**config.mk**
```make
export PLATFORM = sky130hd
export DESIGN_NAME = apb_master
export DESIGN_NICKNAME = d
export VERILOG_FILES = /design/src/rtl/apb_master_pkg.sv /design/src/rtl/apb_cmd_fifo.sv /design/src/rtl/apb_master.sv
export SDC_FILE = /design/constraint.sdc
export NUM_CORES = 1
export LEC_CHECK = 0
export CAP_MARGIN = 40
export CORE_MARGIN = 3
export CORE_UTILIZATION = 44
export CTS_CLUSTER_DIAMETER = 200
export DETAILED_ROUTE_END_ITERATION = 8
export PLACE_DENSITY = 0.88
export SYNTH_ARGS = -nofsm -noshare
export SYNTH_HDL_FRONTEND = slang
export SYNTH_SLANG_ARGS = --single-unit
```
**constraint.sdc**
```tcl
create_clock -name clk -period 2.95 [get_ports clk]
set_input_delay 0.59 -clock clk [delete_from_list [all_inputs] [get_ports clk]]
set_output_delay 0.59 -clock clk [all_outputs]
set_load 0.01 [all_outputs]
```
**src/rtl/apb_master_pkg.sv**
```systemverilog
// Shared definitions for the APB master: bus width defaults, FSM states and
// the queued command record.
package apb_master_pkg;

  localparam int AMBA_WORD_DEFAULT       = 24;
  localparam int AMBA_ADDR_DEPTH_DEFAULT = 12;

  typedef enum logic [1:0] {
    IDLE   = 2'd0,
    SETUP  = 2'd1,
    ACCESS = 2'd2
  } state_t;

  typedef struct packed {
    logic                               write;
    logic [AMBA_ADDR_DEPTH_DEFAULT-1:0] addr;
    logic [AMBA_WORD_DEFAULT-1:0]       wdata;
  } cmd_t;

endpackage

```
**src/rtl/apb_cmd_fifo.sv**
```systemverilog
// Two-entry command queue between the host interface and the APB FSM.
// full ignores a same-cycle pop so the host-side ready stays registered-only.
module apb_cmd_fifo
  import apb_master_pkg::*;
#(
  parameter type cmd_rec_t = cmd_t
) (
  input  logic     clk,
  input  logic     rst,
  input  logic     push,
  input  logic     pop,
  input  cmd_rec_t din,
  output cmd_rec_t dout,
  output logic     full,
  output logic     empty
);

  cmd_rec_t   mem [2];
  logic       wr_ptr;
  logic       rd_ptr;
  logic [1:0] count;
  logic       do_push;
  logic       do_pop;

  assign full    = (count == 2'd2);
  assign empty   = (count == 2'd0);
  assign do_push = push && !full;
  assign do_pop  = pop && !empty;
  assign dout    = mem[rd_ptr];

  always_ff @(posedge clk) begin
    if (rst) begin
      wr_ptr <= 1'b0;
      rd_ptr <= 1'b0;
      count  <= 2'd0;
    end else begin
      if (do_push) begin
        mem[wr_ptr] <= din;
        wr_ptr      <= ~wr_ptr;
      end
      if (do_pop) begin
        rd_ptr <= ~rd_ptr;
      end
      case ({do_push, do_pop})
        2'b10:   count <= count + 2'd1;
        2'b01:   count <= count - 2'd1;
        default: count <= count;
      endcase
    end
  end

endmodule

```
**src/rtl/apb_master.sv**
```systemverilog
// Host-command to APB master bridge with a 2-deep command queue.
// Define APB_PREADY_EN to let the slave stretch ACCESS via PREADY.
module apb_master
  import apb_master_pkg::*;
#(
  parameter int Amba_Word       = AMBA_WORD_DEFAULT,
  parameter int Amba_Addr_Depth = AMBA_ADDR_DEPTH_DEFAULT
) (
  input  logic                       clk,
  input  logic                       rst,
  input  logic                       cmd_valid,
  output logic                       cmd_ready,
  input  logic                       cmd_write,
  input  logic [Amba_Addr_Depth-1:0] cmd_addr,
  input  logic [Amba_Word-1:0]       cmd_wdata,
  output logic                       rsp_valid,
  output logic [Amba_Word-1:0]       rsp_rdata,
  output logic                       busy,
  output logic                       PSEL,
  output logic                       PENABLE,
  output logic                       PWRITE,
  output logic [Amba_Addr_Depth-1:0] PADDR,
  output logic [Amba_Word-1:0]       PWDATA,
  input  logic [Amba_Word-1:0]       PRDATA,
  input  logic                       PREADY
);

  typedef struct packed {
    logic                       write;
    logic [Amba_Addr_Depth-1:0] addr;
    logic [Amba_Word-1:0]       wdata;
  } cmd_rec_t;

  state_t   state;
  state_t   state_nxt;
  cmd_rec_t fifo_in;
  cmd_rec_t head;
  logic     push;
  logic     pop;
  logic     full;
  logic     empty;
  logic     done;
  logic     rd_done;

`ifdef APB_PREADY_EN
  assign done = PREADY;
`else
  logic unused_pready;
  assign unused_pready = PREADY;
  assign done          = 1'b1;
`endif

  assign fifo_in   = '{write: cmd_write, addr: cmd_addr, wdata: cmd_wdata};
  assign cmd_ready = !full;
  assign push      = cmd_valid && !rst;

  apb_cmd_fifo #(
    .cmd_rec_t (cmd_rec_t)
  ) u_fifo (
    .clk   (clk),
    .rst   (rst),
    .push  (push),
    .pop   (pop),
    .din   (fifo_in),
    .dout  (head),
    .full  (full),
    .empty (empty)
  );

  always_comb begin
    state_nxt = state;
    pop       = 1'b0;
    case (state)
      IDLE: begin
        if (!empty) begin
          pop       = 1'b1;
          state_nxt = SETUP;
        end
      end
      SETUP: state_nxt = ACCESS;
      ACCESS: begin
        if (done) begin
          if (!empty) begin
            pop       = 1'b1;
            state_nxt = SETUP;
          end else begin
            state_nxt = IDLE;
          end
        end
      end
      default: state_nxt = IDLE;
    endcase
  end

  assign rd_done = (state == ACCESS) && done && !PWRITE;
  assign PSEL    = (state != IDLE);
  assign PENABLE = (state == ACCESS);
  assign busy    = !empty || (state != IDLE);

  always_ff @(posedge clk) begin
    if (rst) begin
      state     <= IDLE;
      PWRITE    <= 1'b0;
      PADDR     <= '0;
      PWDATA    <= '0;
      rsp_valid <= 1'b0;
      rsp_rdata <= '0;
    end else begin
      state     <= state_nxt;
      rsp_valid <= rd_done;
      if (pop) begin
        PWRITE <= head.write;
        PADDR  <= head.addr;
        PWDATA <= head.wdata;
      end
      if (rd_done) begin
        rsp_rdata <= PRDATA;
      end
    end
  end

endmodule

```
==> metrics.md, run 1 <==
| Metric | Value |
|---|---|
| Slew Limit Fails | `0` |
| Worst Hold Class | `reg -> reg` |
| Largest net degree at the start of global routing | `69` |
| Syn avg cell area | `13.6 µm²` |
| Commonest non-fill, non-tap cells in the layout | `128 x clkdlybuf4s50_1, 74 x edfxtp_1, 67 x dfxtp_1` |
| Unrepaired setup endpoints after global routing | `no` |
| CTS tree | `built` |
| DIE HEIGHT | `around 110 µm` |
| Peak supply drop | `roughly 560 µV` |
| DP Worst Slack | `~0.53 ns` |
| Post-synth top area share | `43.1%` |
| Top cells by area, synth | `edfxtp_1 43%, dfxtp_1 26%, mux2i_1 7.2%` |
| Clock skew | `around 0.0086 ns` |
| Netlist Area Pre-Place | `5150 µm²` |
| Hold_ws | `~0.45 ns` |
| Finished Cell Area | `roughly 7100 µm²` |
| Average vias per placed instance | `5.00` |
| Syn Inst Count | `roughly 380` |
| Sequential area share after synthesis | `between 60% and 70%` |
| Clk root buf | `clkbuf_16` |
| Die area | `roughly 13000 µm²` |
| Worst Path Max Fanout | `6` |
| Fin util | `between 60% and 70%` |
| Final wirelength | `between 10 and 15 mm` |
| Pwr/cell area | `951 nW/µm²` |
| Outcome | `finished, final reports clean` |
| Yosys top cell by area | `edfxtp_1` |
| Crit path kind | `reg -> out` |
| Starting DRC count in detailed routing | `roughly 180` |
| Final Setup Violations | `0` |
| CP Data Arrival Time | `1.88 ns` |
| FF+latch count, synth | `between 100 and 150` |
| Commonest non-fill, non-tap cell in the layout | `clkdlybuf4s50_1` |
| Residual DRC | `0` |
| TritonRoute pass-1 iters | `4` |
| # hold bufs at CTS | `0` |
| Initial antenna violation count | `0` |
| Post-CTS resize count | `0` |
| Vias in the first global route | `3442` |
| Via count | `about 3300` |
| Num rows | `38` |
| Clk sinks | `approximately 140` |
| Max_slew headroom | `a little under two fifths` |
| H-tree levels | `4` |
| Diodes inserted | `0` |
| Routed Antenna Nets | `0` |
| I/O Buffers | `~130` |
| CP required | `around 2.4 ns` |
| Count of cell types in the netlist | `27` |
| Max Cap Violations | `0` |
| Clk_lat worst skew | `about 0.42 ns` |
| Crit end category | `output port` |
| Fmax | `405 MHz` |
| Net count, final | `approximately 570` |
| Final Wtd Congestion | `0.690` |
| Grt ovf | `0` |
| Die W | `about 110 µm` |
| Min Tclk post-route | `2.47 ns` |
| CTS Buffer Depth | `2` |
| CTS buffer count | `17` |
| IO Pins | `approximately 130` |
| Clock transition at the registers of the reported paths | `roughly 0.06 ns` |
| Final HPWL DP | `between 7 and 8 mm` |
| Initial Util | `a little under half` |
| Dpl cell area | `6540 µm²` |
| Leakage | `2.38 nW` |
| Setup crit start kind | `flop` |
| Final setup TNS | `0 ns` |
| Post-CTS Setup Repair Bufs | `0` |
| Layout cells sized above 1 | `around an eighth` |
| Area Growth Syn to Fin | `37.7%` |
| Slew @ Worst Pin | `about 0.93 ns` |
| WL/cell | `about 16 µm` |
| Fin cells | `around 660` |
| Tcrit/Tclk final | `between 80% and 90%` |
| Final worst slack | `a little under 0.5 ns` |
| Core area | `about 11000 µm²` |
| Fin. Hold Viols | `0` |
| Post-Place Cells | `between 600 and 700` |
| Power Total | `6.75 mW` |
| Total GRT Usage | `16.8%` |
| Yosys warns | `0` |
| Mapped Nets | `roughly 450` |
| First-pass GRT wire length | `around 17 mm` |
logic make-up after synthesis:
logic type               after synthesis  share of synthesized area, %
AO/OA/AOI/OAI                         66                          11.1
XOR/XNOR                               3                         0.510
adder cells (fa/ha/maj)                1                         0.243
buffers and inverters                 29                          3.21
flip-flops                           142                          69.6
multiplexers                          37                          7.19
AND/OR/NAND/NOR                      101                          8.14
registers in the layout (all words and copies together), names as in the netlist:
register and cells:
u_fifo.count 2, u_fifo.rd_ptr 1, PWRITE 1, rsp_valid 1, u_fifo.mem 74, PADDR 12, state 2, rsp_rdata 24
PWDATA 24, u_fifo.wr_ptr 1
final timing paths:
path	startpoint	to	depth (start not counted)	slack, ns
max	state[0]$_SDFFE_PP0P_	busy	3	0.48
min	rsp_rdata[20]$_SDFFE_PP0P_	rsp_rdata[20]$_SDFFE_PP0P_	2	0.45
max reg2reg	u_fifo.count[0]$_SDFFE_PP0P_	PADDR[11]$_SDFFE_PP0P_	4	1.00
min reg2reg	rsp_rdata[20]$_SDFFE_PP0P_	rsp_rdata[20]$_SDFFE_PP0P_	2	0.45
where the power goes:
group          leakage [nW]  internal [mW]  switching, mW
logic                 0.875           1.05           1.05
clock network         0.269           1.26          0.738
registers              1.24           2.46          0.193
total                  2.38           4.76           1.98
cell usage after synthesis:
master     n
mux2i_1   37
nand2_1   48
nor2b_1    3
nand2b_1   2
clkbuf_1   6
xnor2_1    2
buf_1      1
ha_1       1
buf_2     12
a211oi_1   8
buf_4      2
or3_1      3
nor2_1    41
o21ba_1    1
edfxtp_1  74
clkbuf_4   1
xor2_1     1
dfxtp_1   68
buf_6      4
a211oi_2  29
or2_2      1
or3b_1     1
o21ai_0    2
nor3b_2    1
a21oi_1   26
inv_1      3
nor3b_1    1
cell type report:
type	instances	area, µm²
fillers	832	4030
flip-flops and latches	142	3580
multi-input cells	208	1420
repair buffers	136	1350
clock buffers	24	462
well taps	140	175
clock inverters	8	91.3
inverters	3	11.3
worst max-delay path, cell delays in order, from the launching register on:
cell             delay [ns]
dfxtp_1                0.35
or2_2                  0.30
or3_1                  0.33
clkdlybuf4s50_1        0.49
metal layers:
metal / GRT usage, % / vias up / part of all wire, %
met5: 0 / - / 0
met4: 8.08 / 0 / 2.1
met3: 4.76 / 18 / 5.1
met2: 29.7 / 101 / 52
met1: 18.5 / 1568 / 41
li1: - / 1617 / -
(Power assumes the default switching activity.)
==> inputs of run 2 (changes only) <==
==> constraint.sdc (replaced) <==
create_clock -name clk -period 2 [get_ports clk]
set_input_delay 0.4 -clock clk [delete_from_list [all_inputs] [get_ports clk]]
set_output_delay 0.4 -clock clk [all_outputs]
set_load 0.01 [all_outputs]
==> run 2 against run 1 <==
- die area stayed put
- core utilization is 1.4 points higher
- highest routed layer unchanged
- hold slack hardly changed
- largest power group unchanged
- cell area is 2.2% higher
==> metrics.md, run 2 (same netlist as run 1, synthesis figures left out) <==
| Metric | Value |
|---|---|
| Area Growth Syn to Fin | `40.8%` |
| Crit end category | `output port` |
| Tcrit/Tclk final | `a little over nine tenths` |
| First-pass GRT wire length | `between 15 and 20 mm` |
| Clock skew | `between 0.007 and 0.008 ns` |
| Min Tclk post-route | `1.90 ns` |
| Top reg by flops | `u_fifo.mem` |
| IO Pins | `131` |
| Via count | `3281` |
| Worst Hold Depth | `2` |
| Slowest stage delay, CP | `~0.33 ns` |
| Clock transition at the registers of the reported paths | `0.06 ns` |
| Clk_lat worst skew | `approximately 0.40 ns` |
| Crit-path cells | `or2_2, or3_1, buf_2` |
| Max_slew headroom | `a little under two fifths` |
| Net count, final | `577` |
| Slew @ Worst Pin | `between 0.9 and 1 ns` |
| Fin. Hold Viols | `0` |
| NetSw | `around 3 mW` |
| CP Data Arrival Time | `approximately 1.5 ns` |
| Clk pwr share | `a little under a third` |
| CTS Buffer Depth | `2` |
| Starting DRC count in detailed routing | `157` |
| Final worst slack | `around 0.1 ns` |
| H-tree levels | `4` |
| Initial antenna violation count | `0` |
| Setup crit start kind | `flop` |
| CP bufs+invs | `1` |
| Die area | `approximately 13000 µm²` |
| CTS tree | `built` |
| Worst reg2reg path depth | `6` |
| Fillers | `829` |
| Vias in the first global route | `3376` |
| Combinational power share | `30.6%` |
| Worst Path Max Fanout | `5` |
| Largest net degree at the start of global routing | `between 70 and 80` |
| Power Total | `between 10 and 15 mW` |
| Fmax | `526 MHz` |
| WL/cell | `15.8 µm` |
| Routed Antenna Nets | `0` |
| Slew Limit Fails | `0` |
| Initial Util | `a little under half` |
| Final Setup Violations | `0` |
| Max Cap Violations | `0` |
| Pwr/cell area | `about 1400 nW/µm²` |
| TritonRoute pass-1 iters | `6` |
| Crit path kind | `reg -> out` |
| Fin util | `between 60% and 70%` |
| Clk root buf | `clkbuf_16` |
| Core area | `roughly 11000 µm²` |
| Layout cells sized above 1 | `between 10% and 20%` |
| Clk sinks | `approximately 140` |
| Average vias per placed instance | `about 4.9` |
| Residual DRC | `0` |
| Final setup TNS | `0 ns` |
| DP Worst Slack | `-0.0346 ns` |
| Die W | `114 µm` |
| Unrepaired setup endpoints after global routing | `no` |
| Final wirelength | `roughly 10 mm` |
| Largest registers | `u_fifo.mem: 74 flops, PWDATA: 24 flops, rsp_rdata: 24 flops` |
| CP Depth | `3` |
| Internal | `~7.3 mW` |
| Leakage | `approximately 2.5 nW` |
| Grt ovf | `0` |
| I/O Buffers | `about 130` |
| Commonest non-fill, non-tap cells in the layout | `125 x clkdlybuf4s50_1, 74 x edfxtp_1, 64 x dfxtp_1` |
| Worst Hold Class | `reg -> reg` |
| Post-CTS Setup Repair Bufs | `0` |
| Sw frac | `29.3%` |
| Final Wtd Congestion | `roughly 0.70` |
| Family with the most delay on the worst path | `simple AND/OR/NAND/NOR gates` |
| DIE HEIGHT | `approximately 110 µm` |
| Peak supply drop | `810 µV` |
| Sequential share of power | `38.1%` |
| Max reg flops | `74` |
| Num rows | `38` |
| Slowest stage cell, crit path | `dfxtp_1` |
| CP required | `~1.6 ns` |
| Final HPWL DP | `6.99 mm` |
| Hold_ws | `0.452 ns` |
| CTS buffer count | `17` |
| Outcome | `finished, final reports clean` |
| Diodes inserted | `0` |
| Commonest non-fill, non-tap cell in the layout | `clkdlybuf4s50_1` |
| Total GRT Usage | `16.3%` |
## run 2: cell count changes in the layout (fill, tap and decap cells not counted), sizes merged
| cell | delta |
|---|---|
| clkinv | -1 |
| clkbuf | -2 |
| clkdlybuf4s50 | -3 |
| dlymetal6s2s | +2 |
| buf | +4 |
| inv | +2 |
| clkinvlp | +1 |
## run 2: area by class of cell
class	instances	area [µm²]	share of cell area, %
repair buffers	139	1430	19.7
well taps	140	175	2.42
inverters	3	15.0	0.207
clock inverters	10	123	1.69
flip-flops and latches	142	3590	49.5
multi-input cells	208	1420	19.5
clock buffers	22	507	6.99
## run 2: final timing paths
check / from / endpoint / slack (ns)
worst max-delay path: state[1]$_SDFFE_PP0P_ / busy / 0.1
worst min-delay path: rsp_rdata[22]$_SDFFE_PP0P_ / rsp_rdata[22]$_SDFFE_PP0P_ / 0.45
worst max register to register: u_fifo.count[1]$_SDFFE_PP0P_ / u_fifo.count[1]$_SDFFE_PP0P_ / 0.43
worst min register to register: rsp_rdata[22]$_SDFFE_PP0P_ / rsp_rdata[22]$_SDFFE_PP0P_ / 0.45
## run 2: power by group through the flow
stage	Combinational, mW	Clock (mW)	Sequential (mW)
after global routing	3.43	3.45	3.99
after detailed placement	3.20	0	3.98
after global placement	3.10	0	3.94
final	3.15	3.23	3.92
after CTS	3.21	3.31	3.93
after floorplan	1.73	0	4.12
## run 2: per-layer routing
metal / share of wire [%] / wire length [µm] / GRT usage [%]
met5: 0 / 0 / 0
met2: 52 / 5480 / 28.3
met3: 5.4 / 563 / 5.02
met4: 1.1 / 114 / 4.99
met1: 41 / 4330 / 19.5
## run 2: what timing repair did
action | in CTS | in global routing
hold buffers | 0 | 0
resized for setup | 8 | 2
endpoints found under the setup margin | 2 | 2
## run 2: metrics by stage
stage / instances / instance area, µm²
after floorplan: 379 / 5160
after global placement: 632 / 6620
after detailed placement: 632 / 6620
after CTS: 664 / 7250
after global routing: 664 / 7250
final: 664 / 7250
## run 2: worst register-to-register path, delay by kind of cell, from the launching register on
kind | cells | cell delay [ns]
AO/OA/AOI/OAI | 1 | 0.13
AND/OR/NAND/NOR | 3 | 0.60
adder cells (fa/ha/maj) | 1 | 0.32
flip-flops | 1 | 0.34
buffers and inverters | 1 | 0.10
==> inputs of run 3 (changes only) <==
--- a/config.mk
+++ b/config.mk
@@ -10,6 +10,7 @@
 export CORE_UTILIZATION = 44
 export CTS_CLUSTER_DIAMETER = 200
 export DETAILED_ROUTE_END_ITERATION = 8
+export HOLD_SLACK_MARGIN = 0.06
 export PLACE_DENSITY = 0.88
 export SYNTH_ARGS = -nofsm -noshare
 export SYNTH_HDL_FRONTEND = slang
==> results of run 3 <==
No change in the layout: final DEF, timing and power equal those of run 2.
